--- config.mk ---
export PLATFORM = sky130hd
export DESIGN_NAME = round_sequencer_flat
export DESIGN_NICKNAME = d
export VERILOG_FILES = /design/src/rtl/round_sequencer_if.sv /design/src/rtl/round_sequencer.sv /design/src/flat_wrapper.sv
export SDC_FILE = /design/constraint.sdc
export NUM_CORES = 1
export LEC_CHECK = 0
export ABC_CLOCK_PERIOD_IN_PS = 1700
export BUFFER_PORTS_ARGS = -buffer_cell sky130_fd_sc_hd__buf_2
export CAP_MARGIN = 5
export CORE_ASPECT_RATIO = 1.25
export CORE_MARGIN = 2
export CORE_UTILIZATION = 30
export DETAILED_ROUTE_END_ITERATION = 16
export GPL_TIMING_DRIVEN = 0
export MAX_ROUTING_LAYER = met4
export PLACE_DENSITY = 0.63
export SETUP_SLACK_MARGIN = 0.5
export SLEW_MARGIN = 20
export SYNTH_ARGS = -nofsm -noshare
export SYNTH_HDL_FRONTEND = slang
export SYNTH_SLANG_ARGS = --single-unit
export TNS_END_PERCENT = 5
--- constraint.sdc ---
create_clock -name clk -period 1.7 [get_ports clk]
set_clock_uncertainty 0.2 [all_clocks]
set_input_delay 0.17 -clock clk [delete_from_list [all_inputs] [get_ports clk]]
set_output_delay 0.17 -clock clk [all_outputs]
set_load 0.02 [all_outputs]
--- src/rtl/round_sequencer_if.sv ---
// Handshake/bus bundle for round_sequencer: start/abort control, round outputs,
// datapath feedback and the valid/ready result port.
interface round_sequencer_if #(
  parameter int DATA_W = 64,
  parameter int ROUNDS = 16
);
  localparam int CNT_W = $clog2(ROUNDS + 1);

  logic              start;
  logic              dir;
  logic              abort;
  logic [DATA_W-1:0] i_data;
  logic              busy;
  logic              round_en;
  logic [CNT_W-1:0]  count;
  logic [CNT_W-1:0]  key_idx;
  logic              first;
  logic              last;
  logic              o_valid;
  logic              o_ready;
  logic [DATA_W-1:0] o_data;

  modport master (
    output start, dir, abort, i_data, o_ready,
    input  busy, round_en, count, key_idx, first, last, o_valid, o_data
  );

  modport slave (
    input  start, dir, abort, i_data, o_ready,
    output busy, round_en, count, key_idx, first, last, o_valid, o_data
  );
endinterface

--- src/rtl/round_sequencer.sv ---
// Round controller for iterative cipher datapaths: runs ROUNDS iterations per start,
// captures the last-round result and holds it under valid/ready back-pressure.
module round_sequencer #(
  parameter int DATA_W = 64,
  parameter int ROUNDS = 16
) (
  input  logic             clk,
  input  logic             reset,
  round_sequencer_if.slave bus
);
  localparam int CNT_W = $clog2(ROUNDS + 1);
  localparam logic [CNT_W-1:0] RND  = CNT_W'(ROUNDS);
  localparam logic [CNT_W-1:0] LAST = CNT_W'(ROUNDS - 1);

  localparam logic [1:0] IDLE = 2'd0;
  localparam logic [1:0] RUN  = 2'd1;
  localparam logic [1:0] DONE = 2'd2;

  logic [1:0]        state;
  logic [CNT_W-1:0]  count_q;
  logic              dir_q;
  logic              o_valid_q;
  logic [DATA_W-1:0] o_data_q;
  logic              running;

  always_ff @(posedge clk) begin
    if (reset) begin
      state     <= IDLE;
      count_q   <= RND;
      dir_q     <= 1'b0;
      o_valid_q <= 1'b0;
      o_data_q  <= '0;
    end else begin
      case (state)
        IDLE: begin
          // abort has no meaning here, so a coincident start still wins
          if (bus.start) begin
            state   <= RUN;
            count_q <= '0;
            dir_q   <= bus.dir;
          end
        end
        RUN: begin
          if (bus.abort) begin
            state   <= IDLE;
            count_q <= RND;
          end else if (count_q == LAST) begin
            state     <= DONE;
            count_q   <= RND;
            o_data_q  <= bus.i_data;
            o_valid_q <= 1'b1;
          end else begin
            count_q <= count_q + CNT_W'(1);
          end
        end
        DONE: begin
          // result is only released by a consumer handshake; a restart rides on that edge
          if (bus.o_ready) begin
            o_valid_q <= 1'b0;
            if (bus.start) begin
              state   <= RUN;
              count_q <= '0;
              dir_q   <= bus.dir;
            end else begin
              state <= IDLE;
            end
          end
        end
        default: begin
          state   <= IDLE;
          count_q <= RND;
        end
      endcase
    end
  end

  assign running      = (state == RUN);
  assign bus.busy     = running;
  assign bus.round_en = running;
  assign bus.count    = count_q;
  assign bus.key_idx  = running ? (dir_q ? LAST - count_q : count_q) : RND;
  assign bus.first    = running && (count_q == '0);
  assign bus.last     = running && (count_q == LAST);
  assign bus.o_valid  = o_valid_q;
  assign bus.o_data   = o_data_q;
endmodule

--- src/flat_wrapper.sv ---
// flat-port wrapper written by rule: the top's interface ports become plain ports
module round_sequencer_flat 
#(
  parameter int DATA_W = 64,
  parameter int ROUNDS = 16
)
  (clk, reset, bus_start, bus_dir, bus_abort, bus_i_data, bus_o_ready, bus_busy, bus_round_en, bus_count, bus_key_idx, bus_first, bus_last, bus_o_valid, bus_o_data);
  round_sequencer_if #(.DATA_W(DATA_W), .ROUNDS(ROUNDS)) bus_i ();
  input  logic clk;
  input  logic reset;
  input wire logic [$bits(bus_i.start)-1:0] bus_start;
  input wire logic [$bits(bus_i.dir)-1:0] bus_dir;
  input wire logic [$bits(bus_i.abort)-1:0] bus_abort;
  input wire logic [$bits(bus_i.i_data)-1:0] bus_i_data;
  input wire logic [$bits(bus_i.o_ready)-1:0] bus_o_ready;
  output wire logic [$bits(bus_i.busy)-1:0] bus_busy;
  output wire logic [$bits(bus_i.round_en)-1:0] bus_round_en;
  output wire logic [$bits(bus_i.count)-1:0] bus_count;
  output wire logic [$bits(bus_i.key_idx)-1:0] bus_key_idx;
  output wire logic [$bits(bus_i.first)-1:0] bus_first;
  output wire logic [$bits(bus_i.last)-1:0] bus_last;
  output wire logic [$bits(bus_i.o_valid)-1:0] bus_o_valid;
  output wire logic [$bits(bus_i.o_data)-1:0] bus_o_data;
  assign bus_i.start = bus_start;
  assign bus_i.dir = bus_dir;
  assign bus_i.abort = bus_abort;
  assign bus_i.i_data = bus_i_data;
  assign bus_i.o_ready = bus_o_ready;
  assign bus_busy = bus_i.busy;
  assign bus_round_en = bus_i.round_en;
  assign bus_count = bus_i.count;
  assign bus_key_idx = bus_i.key_idx;
  assign bus_first = bus_i.first;
  assign bus_last = bus_i.last;
  assign bus_o_valid = bus_i.o_valid;
  assign bus_o_data = bus_i.o_data;
  round_sequencer #(.DATA_W(DATA_W), .ROUNDS(ROUNDS)) u_core (.clk(clk), .reset(reset), .bus(bus_i));
endmodule
Word-level counts from Yosys, hierarchy flattened
Cells that the tools add are included.

Equal/unequal tests: 8. Reductions and logical operators: 10. Add/sub/neg operators: 2. Bitwise operators: 1. Muxes and demuxes: 20.

Operator list (number): 2-to-1 mux 5 bit (6); case mux 5 bit (3 select lines) (1); 2-to-1 mux 2 bit (4); inequality test 2 bit (second input constant) (4); 2-to-1 mux 1 bit (6); case mux 2 bit (3 select lines) (1); AND reduction 3 bit (2); adder 5 x 1 -> 5 bit (second input constant) (1); equality test 5 x 4 -> 1 bit (second input constant) (1); zero test 5 bit (1); subtractor 4 x 5 -> 5 bit (first input constant) (1); case mux 1 bit (2 select lines) (2); AND reduction 4 bit (1); nonzero test 2 bit (2); inequality test 3 bit (second input constant) (1); equality test 2 x 1 -> 1 bit (second input constant) (1); equality test 2 bit (second input constant) (1); logical AND 1 bit (2); zero test 2 bit (1); AND reduction 2 bit (1); NOT 1 bit (1).

Flip-flop bits (word level): 73. Logic and storage cells: 46. Output and inout bits: 79. Input bits: 70.

Logic depth before layout (Yosys ltp)
Depth after elaboration: 4. Depth in mapped cells: 6. Depth with buffers taken out: 4.

Worst setup path after synthesis
No wires, ideal clock.

Path type: register to output. Start point: reg u_core.state[1]. End point: out bus_first. Path buffers: 1. Slack: -0.434 ns. Cell stages (with the launch flop): 5. Required time: 1.330 ns. Data arrival time: 1.764 ns. Path through: dfxtp_1 -> nand2b_1 -> buf_6 -> or2_2 -> nor4b_1.

Cells in the longest elaborated chain, start to end: 2.

Ends and longest elaborated chain: from (decl) (line round_sequencer.sv:19) `logic [1:0] state;`; from (signal assigned) (line round_sequencer.sv:28) `state <= IDLE;`; from (signal assigned) (line round_sequencer.sv:38) `state <= RUN;`; from (signal assigned) (line round_sequencer.sv:45) `state <= IDLE;`; equality test 2 x 1 -> 1 bit (line round_sequencer.sv:77) `assign running = (state == RUN);`; logical AND 1 bit (line round_sequencer.sv:82) `assign bus.first = running && (count_q == '0);`; to (decl) (line flat_wrapper.sv:20) `output wire logic [$bits(bus_i.first)-1:0] bus_first;`.

No other way between the ends.

Worst setup path after layout
Start point: reg u_core.state[1]. End point: reg u_core.o_data_q[28] (netlist: u_core.bus.o_data[28]).

Cells in the longest elaborated chain, start to end: 2.

Ends and longest elaborated chain: equality test 2 x 1 -> 1 bit (line round_sequencer.sv:34) `case (state)`; AND reduction 3 bit (no source line); to (signal assigned) (line round_sequencer.sv:50) `o_data_q <= bus.i_data;`; to (decl) (line round_sequencer.sv:23) `logic [DATA_W-1:0] o_data_q;`.

No other way between the ends. A chain may end at the register's enable or synchronous reset.

==> metrics.md <==
| Metric | Value |
|---|---|
| Number of antenna violations at the first check in global routing | `0` |
| Worst Tran Pin Value | `0.5452 ns` |
| CP Cell Sequence | `nand2b_4, buf_6, buf_8, nor4_4, buf_4, buf_12, buf_6, buf_12, mux2i_2` |
| Synth top area share | `0.4133` |
| Worst EP arrival | `1.98 ns` |
| Dpl hpwl | `6.424 mm` |
| Io pins | `149` |
| Vias in the first global route | `3484` |
| Predominant post-synthesis flop cell | `dfxtp_1` |
| Yosys reg bits | `73` |
| R2R depth | `9` |
| Drt first pass iters | `4` |
| Post-synth ARST share | `0` |
| Final WS setup | `-0.2319 ns` |
| RR Endpoint | `u_core.bus.o_data[28]` |
| Avg Cell Area, Syn | `10.05 sq um` |
| Die Span X | `101.1 microns` |
| Most common cell after layout, fill and taps aside | `nand2b_1` |
| Max Freq | `517.6 MHz` |
| CTS Sinks | `73` |
| CTS Buf Count | `9` |
| Hold path cells | `3` |
| Gr usage total | `0.1677` |
| FF-to-FF setup slack | `-0.23 ns` |
| Setup violations, final | `72` |
| Clock transition at path regs | `0.06 ns` |
| Critical R2R Launch | `u_core.state[1]` |
| Post-synthesis cell type count | `37` |
| Hold Startpoint | `bus_start` |
| WP depth | `9` |
| Layout Nets | `670` |
| Crit path max-delay cell type | `dfxtp_4` |
| Layout cells sized above 1 | `0.3648` |
| Drt initial violations | `66` |
| Comb pwr share | `0.109` |
| Cells after DPL | `637` |
| Synth top area cells | `dfxtp_1 41%, nand2b_1 23%, mux2i_1 18%` |
| Antenna Violating Nets Remaining | `0` |
| Area grow syn2layout | `76.19%` |
| First-pass GRT wire length | `16.50 mm` |
| Clk buf depth | `2` |
| Core Box Area | `11560 sq um` |
| Power share of the sequential group | `0.403` |
| Grt ovf | `0` |
| Leading area contributor after synthesis | `dfxtp_1` |
| Net Sw Frac | `0.2120` |
| Die area | `12680 sq um` |
| Finished Layout Cells | `741` |
| Post-synthesis instance total | `352` |
| Routed via count | `3348` |
| Hold violation count in the final report | `0` |
| HP Class | `input port to flop` |
| RSZ-0062 raised after global routing | `true` |
| MaxCap Viol Count | `0` |
| DRC | `0` |
| Port Buffer Count | `147` |
| Most frequent cells in the layout | `129 x nand2b_1, 69 x buf_2, 67 x dlygate4sd3_1, 66 x dfxtp_1, 62 x mux2i_1` |
| Crit. Startpoint | `u_core.state[1]` |
| Netlist Area Pre-Place | `3536 sq um` |
| Peak supply drop | `0.3705 mV` |
| H-tree Lvls | `3` |
| Wirelength, routed | `10.28 mm` |
| Vias per cell | `4.518` |
| Slew HR | `0.6365` |
| Net Sw Power | `0.9053 mW` |
| Internal Dissipation | `3.364 mW` |
| Synth Net Count | `424` |
| Yosys warning count | `0` |
| TritonCTS clock tree | `yes` |
| Dpl ws | `-0.04741 ns` |
| Diodes inserted | `0` |
| Filler instances | `1008` |
| Failing checks | `setup timing` |
| Buf/Inv on CP | `6` |
| Area taken by multi-input logic gates | `1906 sq um` |
| Worst Setup End Kind | `flop` |
| Element type at the critical path start | `flop` |
| Crit path max fanout | `7` |
| Tot Pwr | `4.269 mW` |
| Wire per inst | `13.87 microns` |
| Max incr delay on CP | `0.34 ns` |
| Chip Height | `125.4 microns` |
| Clock latency at the later pin of the worst-skew pair | `0.33 ns` |
| Reg area | `1480 sq um` |
| Final Max Tran Viols | `0` |
| Fin crit share | `1.136` |
| Rows | `44` |
| Gpl congestion | `0.7437` |
| CP delay by family, top | `buffers and inverters` |
| Final min period | `1.932 ns` |
| Root Buffer | `clkbuf_16` |
| Largest net degree at the start of global routing | `13` |
| Register area share after synthesis | `0.4133` |
| Critical Path End | `u_core.bus.o_data[28]` |
| Status | `finished, violations left` |
| Clock network fraction of design power | `0.488` |
| Leak | `2.486 nW` |
| Initial Utilization | `0.3058` |
| Crit Path Category | `flop to flop` |
| Critical Path RT | `1.75 ns` |
| Post-synth EDFFs | `0` |
| PwrDens | `685.3 nW/um^2` |
-- sequential cells by signal (all words and copies together), names as in the netlist --
signal / flops
u_core.bus.count: 5
u_core.bus.o_data: 64
u_core.bus.o_valid: 1
u_core.dir_q: 1
u_core.state: 2
-- final cells by class --
type / count / share of cell area
buffer: 28 / 0.04178
clock inverter: 4 / 0.01205
clock buffer: 12 / 0.04117
multi-input combinational: 245 / 0.3059
timing repair buffer: 235 / 0.3302
sequential: 73 / 0.2376
inverter: 6 / 0.003615
tap: 138 / 0.02772
-- worst min-delay path by stage --
stage	endpoint
2_1_floorplan	u_core.dir_q
3_3_place_gp	u_core.bus.o_data[55]
3_5_place_dp	u_core.bus.o_data[2]
4_1_cts	u_core.state[0]
5_1_grt	u_core.state[0]
6_report	u_core.state[0]
-- tightest hold or removal path, cell delays in order --
cell	delay (ns)
buf_2	0.12
o21ai_0	0.15
a221oi_1	0.08
-- synth_stat cells (2+ instances only) --
library cell,count
nor2_1,5
buf_2,2
a21oi_1,4
buf_12,7
clkbuf_1,17
nand2_1,2
mux2i_1,64
nand3_1,3
xnor2_1,4
inv_1,6
o211ai_1,5
o21ai_0,4
nand2b_1,130
a311oi_1,2
dfxtp_1,73
nand4_1,2
ha_1,2
-- power groups by stage --
stage	clock network, mW	logic [mW]	registers [mW]
3_3_place_gp	0	0.305	1.76
2_1_floorplan	0	0.175	1.76
3_5_place_dp	0	0.311	1.76
4_1_cts	2.15	0.450	1.72
5_1_grt	2.22	0.504	1.72
6_report	2.08	0.464	1.72
-- metal layers --
| metal | wire, microns | vias up | global-route usage |
|---|---|---|---|
| met5 | 0 | - | - |
| met4 | 256 | 0 | 0.06757 |
| met3 | 423 | 22 | 0.03857 |
| met2 | 5332 | 99 | 0.2805 |
| met1 | 4268 | 1573 | 0.1912 |
| li1 | - | 1654 | - |
-- cell families (layout without fill, tap and decap cells) --
kind of cell    after synthesis  count (layout)  share of synthesized area
mux                          64              64                     0.1812
flops                        73              73                     0.4133
simple gates                153             153                     0.2728
buf+inv                      34             285                    0.07219
fa+ha+maj                     2               2                   0.007076
xor+xnor                      4               4                   0.009907
compound gates               22              22                    0.04353
-- per-stage QoR --
stage	setup TNS, ns	hold WS (ns)	area [sq um]	util
after global placement	0	0.2325	4523	0.3912
after floorplan	0	0.1177	3615	-
final	-10.10	0.03156	6230	0.5389
after detailed placement	-0.6670	0.2421	4523	0.3912
after CTS	-8.791	0.01841	5964	0.5159
after global routing	-15.55	0.05135	6230	0.5389
-- repair_timing --
| item | CTS | global route |
|---|---|---|
| setup endpoints to repair | 142 | 147 |
| endpoints found under the hold margin | 67 | 0 |
| buffers inserted | 10 | 7 |
| hold buffers | 67 | 0 |
| pin swaps | 9 | 12 |
| cloned | 3 | 1 |
| resized for setup | 95 | 51 |
(Power assumes the default switching activity.)
